==> config.mk <==
export PLATFORM = sky130hd
export DESIGN_NAME = nnet_core_arbiter_flat
export DESIGN_NICKNAME = d
export VERILOG_FILES = /design/src/rtl/nnet_core_arbiter_if.sv /design/src/rtl/nnet_core_arbiter.sv /design/src/flat_wrapper.sv
export SDC_FILE = /design/constraint.sdc
export NUM_CORES = 1
export LEC_CHECK = 0
export CORE_MARGIN = 8
export CORE_UTILIZATION = 45
export CTS_BUF_LIST = sky130_fd_sc_hd__clkbuf_8
export DETAILED_ROUTE_END_ITERATION = 8
export PLACE_DENSITY = 0.84
export SYNTH_ARGS = -nofsm -noshare
export SYNTH_HDL_FRONTEND = slang
export SYNTH_SLANG_ARGS = --single-unit
export TNS_END_PERCENT = 100
==> constraint.sdc <==
create_clock -name ce_clk -period 3.31 [get_ports ce_clk]
set_input_delay 0.993 -clock ce_clk [delete_from_list [all_inputs] [get_ports ce_clk]]
set_output_delay 0.993 -clock ce_clk [all_outputs]
set_load 0.05 [all_outputs]
==> src/rtl/nnet_core_arbiter_if.sv <==
// Stream channel (data/valid/ready/last) shared by requester, core and result ports.
interface nnet_core_arbiter_if #(parameter int DWIDTH = 32);
  logic [DWIDTH-1:0] tdata;
  logic              tvalid;
  logic              tready;
  logic              tlast;

  modport master (output tdata, tvalid, tlast, input tready);
  modport slave  (input tdata, tvalid, tlast, output tready);
endinterface

==> src/rtl/nnet_core_arbiter.sv <==
// Two-requester arbiter for a shared HLS neural-net core: one vector per grant,
// size_in words in, size_out words back to the granted port with tlast on the final word.
module nnet_core_arbiter #(
  parameter int DWIDTH = 32,
  parameter int SIZE_W = 16
) (
  input  logic                ce_clk,
  input  logic                ce_rst_n,
  input  logic [SIZE_W-1:0]   size_in,
  input  logic [SIZE_W-1:0]   size_out,
  nnet_core_arbiter_if.slave  s0,
  nnet_core_arbiter_if.slave  s1,
  nnet_core_arbiter_if.master nn_in,
  nnet_core_arbiter_if.slave  nn_out,
  nnet_core_arbiter_if.master m0,
  nnet_core_arbiter_if.master m1,
  output logic                busy,
  output logic                owner,
  output logic                vec_done,
  output logic                err_align,
  output logic [31:0]         vec_count
);

  typedef enum logic [1:0] {IDLE = 2'd0, FEED = 2'd1, DRAIN = 2'd2} state_e;

  state_e                 state_q, state_d;
  logic                   rr;
  logic [SIZE_W-1:0]      size_in_l, size_out_l, in_cnt, out_cnt;
  logic [1:0]             s_tvalid, s_tlast, s_tready;
  logic [1:0]             m_tvalid, m_tlast, m_tready;
  logic [1:0][DWIDTH-1:0] s_tdata;
  logic                   nn_in_tvalid, nn_out_tready;
  logic                   grant, gnt_port, in_fire, out_fire, in_last, out_last;
  logic                   unused_tlast;

  assign s_tvalid = {s1.tvalid, s0.tvalid};
  assign s_tlast  = {s1.tlast,  s0.tlast};
  assign s_tdata  = {s1.tdata,  s0.tdata};
  assign m_tready = {m1.tready, m0.tready};

  assign s0.tready = s_tready[0];
  assign s1.tready = s_tready[1];
  assign m0.tvalid = m_tvalid[0];
  assign m1.tvalid = m_tvalid[1];
  assign m0.tlast  = m_tlast[0];
  assign m1.tlast  = m_tlast[1];
  assign m0.tdata  = nn_out.tdata;
  assign m1.tdata  = nn_out.tdata;

  assign nn_in.tvalid  = nn_in_tvalid;
  assign nn_in.tdata   = s_tdata[owner];
  assign nn_in.tlast   = 1'b0;
  assign nn_out.tready = nn_out_tready;
  assign unused_tlast  = nn_out.tlast;

  assign in_last  = (in_cnt  == size_in_l  - SIZE_W'(1));
  assign out_last = (out_cnt == size_out_l - SIZE_W'(1));

  always_comb begin
    state_d       = state_q;
    grant         = 1'b0;
    gnt_port      = 1'b0;
    nn_in_tvalid  = 1'b0;
    nn_out_tready = 1'b0;
    s_tready      = '0;
    m_tvalid      = '0;
    m_tlast       = '0;
    in_fire       = 1'b0;
    out_fire      = 1'b0;
    case (state_q)
      IDLE: begin
        // zero sizes act as a disable: requests are left pending
        if (size_in != '0 && size_out != '0 && |s_tvalid) begin
          grant    = 1'b1;
          gnt_port = (&s_tvalid) ? ~rr : s_tvalid[1];
          state_d  = FEED;
        end
      end
      FEED: begin
        nn_in_tvalid    = s_tvalid[owner];
        s_tready[owner] = nn_in.tready;
        in_fire         = s_tvalid[owner] & nn_in.tready;
        if (in_fire && in_last) state_d = DRAIN;
      end
      DRAIN: begin
        m_tvalid[owner] = nn_out.tvalid;
        m_tlast[owner]  = out_last;
        nn_out_tready   = m_tready[owner];
        out_fire        = nn_out.tvalid & m_tready[owner];
        if (out_fire && out_last) state_d = IDLE;
      end
      default: state_d = IDLE;
    endcase
  end

  always_ff @(posedge ce_clk or negedge ce_rst_n) begin
    if (!ce_rst_n) begin
      state_q    <= IDLE;
      rr         <= 1'b1;
      owner      <= 1'b0;
      size_in_l  <= '0;
      size_out_l <= '0;
      in_cnt     <= '0;
      out_cnt    <= '0;
      vec_count  <= '0;
      busy       <= 1'b0;
      vec_done   <= 1'b0;
      err_align  <= 1'b0;
    end else begin
      state_q   <= state_d;
      busy      <= (state_d != IDLE);
      vec_done  <= out_fire & out_last;
      // tlast is advisory only; a mismatch is flagged but never alters counting
      err_align <= in_fire & (s_tlast[owner] != in_last);
      if (grant) begin
        owner      <= gnt_port;
        size_in_l  <= size_in;
        size_out_l <= size_out;
        in_cnt     <= '0;
        out_cnt    <= '0;
      end
      if (in_fire) in_cnt <= in_cnt + SIZE_W'(1);
      if (out_fire) begin
        out_cnt <= out_cnt + SIZE_W'(1);
        if (out_last) begin
          vec_count <= vec_count + 32'd1;
          rr        <= owner;
        end
      end
    end
  end

endmodule

==> src/flat_wrapper.sv <==
// flat-port wrapper written by rule: the top's interface ports become plain ports
module nnet_core_arbiter_flat 
#(
  parameter int DWIDTH = 32,
  parameter int SIZE_W = 16
)
  (ce_clk, ce_rst_n, size_in, size_out, busy, owner, vec_done, err_align, vec_count, s0_tdata, s0_tvalid, s0_tlast, s0_tready, s1_tdata, s1_tvalid, s1_tlast, s1_tready, nn_in_tdata, nn_in_tvalid, nn_in_tlast, nn_in_tready, nn_out_tdata, nn_out_tvalid, nn_out_tlast, nn_out_tready, m0_tdata, m0_tvalid, m0_tlast, m0_tready, m1_tdata, m1_tvalid, m1_tlast, m1_tready);
  nnet_core_arbiter_if #(.DWIDTH(DWIDTH)) s0_i ();
  nnet_core_arbiter_if #(.DWIDTH(DWIDTH)) s1_i ();
  nnet_core_arbiter_if #(.DWIDTH(DWIDTH)) nn_in_i ();
  nnet_core_arbiter_if #(.DWIDTH(DWIDTH)) nn_out_i ();
  nnet_core_arbiter_if #(.DWIDTH(DWIDTH)) m0_i ();
  nnet_core_arbiter_if #(.DWIDTH(DWIDTH)) m1_i ();
  input  logic ce_clk;
  input  logic ce_rst_n;
  input  logic [SIZE_W-1:0] size_in;
  input  logic [SIZE_W-1:0] size_out;
  output logic busy;
  output logic owner;
  output logic vec_done;
  output logic err_align;
  output logic [31:0] vec_count;
  input wire logic [$bits(s0_i.tdata)-1:0] s0_tdata;
  input wire logic [$bits(s0_i.tvalid)-1:0] s0_tvalid;
  input wire logic [$bits(s0_i.tlast)-1:0] s0_tlast;
  output wire logic [$bits(s0_i.tready)-1:0] s0_tready;
  input wire logic [$bits(s1_i.tdata)-1:0] s1_tdata;
  input wire logic [$bits(s1_i.tvalid)-1:0] s1_tvalid;
  input wire logic [$bits(s1_i.tlast)-1:0] s1_tlast;
  output wire logic [$bits(s1_i.tready)-1:0] s1_tready;
  output wire logic [$bits(nn_in_i.tdata)-1:0] nn_in_tdata;
  output wire logic [$bits(nn_in_i.tvalid)-1:0] nn_in_tvalid;
  output wire logic [$bits(nn_in_i.tlast)-1:0] nn_in_tlast;
  input wire logic [$bits(nn_in_i.tready)-1:0] nn_in_tready;
  input wire logic [$bits(nn_out_i.tdata)-1:0] nn_out_tdata;
  input wire logic [$bits(nn_out_i.tvalid)-1:0] nn_out_tvalid;
  input wire logic [$bits(nn_out_i.tlast)-1:0] nn_out_tlast;
  output wire logic [$bits(nn_out_i.tready)-1:0] nn_out_tready;
  output wire logic [$bits(m0_i.tdata)-1:0] m0_tdata;
  output wire logic [$bits(m0_i.tvalid)-1:0] m0_tvalid;
  output wire logic [$bits(m0_i.tlast)-1:0] m0_tlast;
  input wire logic [$bits(m0_i.tready)-1:0] m0_tready;
  output wire logic [$bits(m1_i.tdata)-1:0] m1_tdata;
  output wire logic [$bits(m1_i.tvalid)-1:0] m1_tvalid;
  output wire logic [$bits(m1_i.tlast)-1:0] m1_tlast;
  input wire logic [$bits(m1_i.tready)-1:0] m1_tready;
  assign s0_i.tdata = s0_tdata;
  assign s0_i.tvalid = s0_tvalid;
  assign s0_i.tlast = s0_tlast;
  assign s0_tready = s0_i.tready;
  assign s1_i.tdata = s1_tdata;
  assign s1_i.tvalid = s1_tvalid;
  assign s1_i.tlast = s1_tlast;
  assign s1_tready = s1_i.tready;
  assign nn_in_tdata = nn_in_i.tdata;
  assign nn_in_tvalid = nn_in_i.tvalid;
  assign nn_in_tlast = nn_in_i.tlast;
  assign nn_in_i.tready = nn_in_tready;
  assign nn_out_i.tdata = nn_out_tdata;
  assign nn_out_i.tvalid = nn_out_tvalid;
  assign nn_out_i.tlast = nn_out_tlast;
  assign nn_out_tready = nn_out_i.tready;
  assign m0_tdata = m0_i.tdata;
  assign m0_tvalid = m0_i.tvalid;
  assign m0_tlast = m0_i.tlast;
  assign m0_i.tready = m0_tready;
  assign m1_tdata = m1_i.tdata;
  assign m1_tvalid = m1_i.tvalid;
  assign m1_tlast = m1_i.tlast;
  assign m1_i.tready = m1_tready;
  nnet_core_arbiter #(.DWIDTH(DWIDTH), .SIZE_W(SIZE_W)) u_core (.ce_clk(ce_clk), .ce_rst_n(ce_rst_n), .size_in(size_in), .size_out(size_out), .s0(s0_i), .s1(s1_i), .nn_in(nn_in_i), .nn_out(nn_out_i), .m0(m0_i), .m1(m1_i), .busy(busy), .owner(owner), .vec_done(vec_done), .err_align(err_align), .vec_count(vec_count));
endmodule
* Yosys cells after proc, flatten, opt, wreduce, memory -nomap -nowiden *
Index checks and enable logic that the tools add are counted.
Widths: inputs -> output; s select.

operators by class
  add/subtract/negate cells = 5
  magnitude comparators = 2
  eq/ne operators = 5
  mux-type cells = 29
  bitwise operators = 8
  reductions and logical operators = 14

operator list
  operator               count
  $mux 32                2
  $mux 16                3
  $add 16x1->16 const B  2
  $add 32x1->32 const B  1
  $eq 16x16->1           2
  $reduce_bool 16->1     2
  $sub 16x1->16 const B  2
  $mux 1                 16
  $mux 2                 6
  $and 2x2->2            3
  $pmux 2 s3             1
  $reduce_bool 2->1      3
  $logic_and 1x1->1      5
  $and 1x1->1            4
  $reduce_and 2->1       2
  $eq 2x1->1 const B     1
  $eq 2x2->1 const B     1
  $logic_not 2->1        1
  $lt 1x2->1 const B     1
  $reduce_or 2->1        1
  $demux 1 s1            1
  $ge 1x1->1 const B     1
  $ne 1x1->1             1
  $not 1->1              1

storage, ports and cells
  flip-flop bits (word level) = 103
  input bits = 139
  output and inout bits = 141
  word-level logic and storage cells = 74

* Longest topological paths before layout *
  depth in word-level cells = 7
  gate-level depth with buffers = 11

* Worst setup path after synthesis *
OpenSTA, ideal clock, no wires.

  path kind = register -> output
  start point = reg u_core.size_out_l[0]
  end point = out m0_tlast
  data arrival time = 2.882 ns
  required time = 2.317 ns
  slack = -0.565 ns
  cell stages (with the launch flop) = 11
  path buffers = 2
  path through = dfrtp_1 -> inv_1 -> ha_1 -> nor3b_2 -> xnor2_1 -> a2111oi_0 -> a41o_1 -> and4_1 -> buf_6 -> buf_6 -> nor4b_2

on the way
  cells in the longest elaborated chain, start to end = 4

RTL lines
  what                          RTL line                  RTL
  start, declared               nnet_core_arbiter.sv:28   logic [SIZE_W-1:0] size_in_l, size_out_l, in_cnt, out_cnt;
  start signal, assigned        nnet_core_arbiter.sv:118  size_out_l <= size_out;
  $sub 16x1->16                 nnet_core_arbiter.sv:57   assign out_last = (out_cnt == size_out_l - SIZE_W'(1));
  $eq 16x16->1                  nnet_core_arbiter.sv:57
  $and 2x2->2 (no source line)  n/a
  $mux 2                        nnet_core_arbiter.sv:70   case (state_q)
  end, declared                 flat_wrapper.sv:41        output wire logic [$bits(m0_i.tlast)-1:0] m0_tlast;

No other way between the ends.

* Worst setup path after layout *
  start point = reg u_core.size_out_l[8]
  end point = out m0_tlast

The elaborated chain is that of the path after synthesis.

==> summary.txt <==
GRT
  • Largest net degree at the start of global routing: 48
  • First-pass GRT wire length: 30700 um
  • Vias in the first global route: 5696
  • Global-route usage over all layers: 0.194
  • GRT overflow: 0
  • Antenna violations before repair: 0

Power and ir drop
  • Leak Pwr: 3.68 nW
  • Power density cells: 470 nW/um^2
  • IR drop worst, VDD: 0.000388 V
  • Final Power: 4.25 mW

Setup path
  • Critical Path AT: 2670 ps
  • CP endpoint kind: output pin
  • Reg2reg end: u_core.err_align
  • Worst-case reg-to-reg path depth: 7
  • R2r setup slk: 540 ps
  • Setup CP Type: reg2out
  • Required @ worst endpoint: 2320 ps
  • Reg-to-Reg Start: u_core.size_in_l[6]
  • CP Max Fanout: 3
  • Worst setup SP type: flip-flop

Timing
  • Fin crit period: 3660 ps
  • Final Hold Vio Count: 0
  • Fmax: 0.273 GHz
  • Fin Clk Skew: 15.6 ps
  • Tcrit/Tclk final: 1.11
  • RSZ-0062 raised after global routing: yes
  • Slew Limit Fails: 0
  • Rel. slew slack: 0.572
  • Fin worst setup slack: -351 ps
  • Slew at the pin closest to its max-slew limit: 636 ps
  • Final setup fails: 2

Finish
  • Fill cells: 1197
  • Final nets: 958
  • Share of cells above drive strength 1: 0.214
  • Fin util: 0.606
  • Antenna Diode Count: 0
  • Area delta synth->final: 33.7%

CTS
  • Htree depth: 3
  • Root Driver: clkbuf_8
  • CTS Sinks: 103
  • Clock latency on the worst-skew pair: 400 ps
  • Clk pin slew, worst setup/hold paths: 110 ps
  • CTS tree: built
  • Clk buf depth: 2
  • Num CTS Buffers: 9

Hold path
  • HP Start: u_core.vec_count[31]
  • WHS Endpoint: u_core.vec_count[31]
  • Worst Hold Depth: 1
  • Worst min-delay path class: reg2reg

Synth
  • Main synth FF type: dfrtp_1
  • Ys Warns: 0
  • Post-Synthesis Cells: 695
  • Count leader, synth: dfrtp_1
  • Top cells by count, synth: dfrtp_1, buf_4, mux2_2
  • Post-synthesis sequential area ratio: 0.381
  • Top cell type's share of synthesized area: 0.377
  • Mapped Area: 6770 um^2
  • Synth cell types: 62
  • Synth top area cells: dfrtp_1, mux2_2, buf_4
  • Most area-hungry cell type in the Yosys netlist: dfrtp_1
  • Syn nets: 839
  • Avg Cell Area, Syn: 9.73 um^2
  • FFs w/ async S/R, synth: 1.00
  • Synth Register Bits: 103
  • Post-synth EDFFs: 0

Route
  • Via-to-Cell Ratio: 5.68
  • Routed len/inst: 18.7 um
  • DR DRC count: 0
  • Final ANT Viol Nets: 0
  • Drt pass-1 iters: 5
  • Starting DRC count in detailed routing: 347
  • DR vias: 5715
  • Drt total wl: 18800 um

Floorplan
  • Core area: 14900 um^2
  • Row count: 45
  • Starting density of the core: 0.453
  • Die area: 19200 um^2
  • Die height: 139 um
  • Chip width: 139 um
  • # IOs: 280

Outcome
  • Violated checks: setup timing
  • Status: finished with violations

Place
  • IO buf count: 181
  • Hpwl dp: 14400 um
  • Placer congestion estimate: 0.885

Run
  • Max Cap Viol: 0
[layout make-up]
| type | count | area (um^2) | share of cell area |
|---|---|---|---|
| Tap cell | 188 | 235 | 0.0260 |
| Clock inverter | 7 | 75.1 | 0.00830 |
| Sequential cell | 103 | 2580 | 0.286 |
| Multi-Input combinational cell | 485 | 3560 | 0.394 |
| Clock buffer | 9 | 124 | 0.0137 |
| Timing Repair Buffer | 205 | 2430 | 0.268 |
| Inverter | 10 | 37.5 | 0.00415 |
[metrics by stage]
| stage | instances | area [um^2] | setup slack (ps) | hold slack [ps] | TNS (ps) |
|---|---|---|---|---|---|
| after detailed placement | 985 | 8770 | -40.3 | 466 | -48.8 |
| after global placement | 985 | 8770 | 74.3 | 466 | 0 |
| after CTS | 1007 | 9030 | -309 | 485 | -594 |
| after floorplan | 695 | 6790 | -118 | 472 | -118 |
| after global routing | 1007 | 9040 | -472 | 515 | -875 |
| final | 1007 | 9040 | -351 | 484 | -651 |
[power by group]
part	switching, mW	leakage, nW	internal, mW
registers	0.232	1.35	1.40
logic	0.875	2.23	0.917
clock network	0.473	0.108	0.355
total	1.58	3.68	2.67
[layout by cell type, fill, tap and decap left out, types with 2 or more instances in the layout]
| master | Yosys | final |
|---|---|---|
| mux2_1 | 2 | 2 |
| nand3b_1 | 2 | 2 |
| o31ai_1 | 8 | 8 |
| nor4_4 | 2 | 2 |
| buf_12 | 0 | 43 |
| and3_1 | 19 | 19 |
| a21o_1 | 3 | 3 |
| inv_1 | 9 | 11 |
| o21ai_0 | 32 | 32 |
| dfrtp_2 | 0 | 4 |
| nor3_1 | 11 | 11 |
| a31oi_1 | 3 | 3 |
| or4_4 | 1 | 2 |
| a21oi_1 | 8 | 8 |
| nor2b_1 | 6 | 6 |
| o211ai_1 | 9 | 9 |
| nor2_1 | 37 | 37 |
| and2_1 | 12 | 12 |
| nor4_1 | 18 | 17 |
| nand2b_1 | 3 | 3 |
| mux2i_1 | 7 | 7 |
| clkinv_4 | 0 | 2 |
| clkdlybuf4s50_1 | 0 | 140 |
| and4_4 | 0 | 2 |
| mux2_2 | 65 | 65 |
| ha_1 | 5 | 4 |
| clkbuf_8 | 0 | 9 |
| and4_1 | 5 | 3 |
| or2_1 | 2 | 2 |
| buf_4 | 65 | 22 |
| xnor2_1 | 54 | 53 |
| dfrtp_1 | 102 | 98 |
| nor4_2 | 3 | 4 |
| nand3_1 | 41 | 41 |
| xor2_1 | 27 | 27 |
| nand2_1 | 35 | 35 |
| nand4_1 | 37 | 37 |
[sequential cells by signal, indices dropped and copies added, names as in the netlist]
| name | flops |
|---|---|
| u_core.vec_count | 32 |
| u_core.in_cnt | 16 |
| u_core.out_cnt | 16 |
| u_core.size_in_l | 16 |
| u_core.size_out_l | 16 |
| u_core.state_q | 2 |
| u_core.busy | 1 |
| u_core.err_align | 1 |
| u_core.owner | 1 |
| u_core.rr | 1 |
| u_core.vec_done | 1 |
[repair_timing]
item                       4_1_cts  5_1_grt
hold buffers                     0        0
setup endpoints to repair        2        2
resized for setup                6        4
cloned                           0        0
buffers inserted                 6        0
pin swaps                        3        3
[logic make-up after synthesis]
family                     share of synthesized area
AOI/OAI and AO/OA                             0.0742
xor gates and xnor gates                       0.105
adders and majority gates                    0.00925
buffers and inverters                          0.101
DFF                                            0.381
muxes                                          0.124
other                                       0.000554
and+or+nand+nor                                0.205
[per-layer routing]
layer,up-vias,wire length [um],global-route usage
met5,-,0,0
met4,0,435,0.0668
met3,39,1270,0.0527
met2,247,8750,0.303
met1,2775,8330,0.254
li1,2654,-,-
[critical path: stages, from the launching register on]
cell,delay (ps)
dfrtp_1,400
or4_4,560
a211oi_2,200
nand3_1,120
a311oi_2,270
and4_4,280
nor4b_4,260
buf_12,180
[worst max path at each step]
stage / start / endpoint / slack [ps] / cells past startpoint
after floorplan: u_core.size_out_l[0] / m0_tlast / -120 / 8
after global placement: size_out[13] / u_core.in_cnt[4] / 70 / 9
after detailed placement: u_core.size_out_l[0] / m0_tlast / -40 / 9
after CTS: u_core.size_out_l[7] / m0_tlast / -310 / 7
after global routing: u_core.size_out_l[8] / m0_tlast / -470 / 7
final: u_core.size_out_l[8] / m0_tlast / -350 / 7
Power figures use the tool's default switching activity.
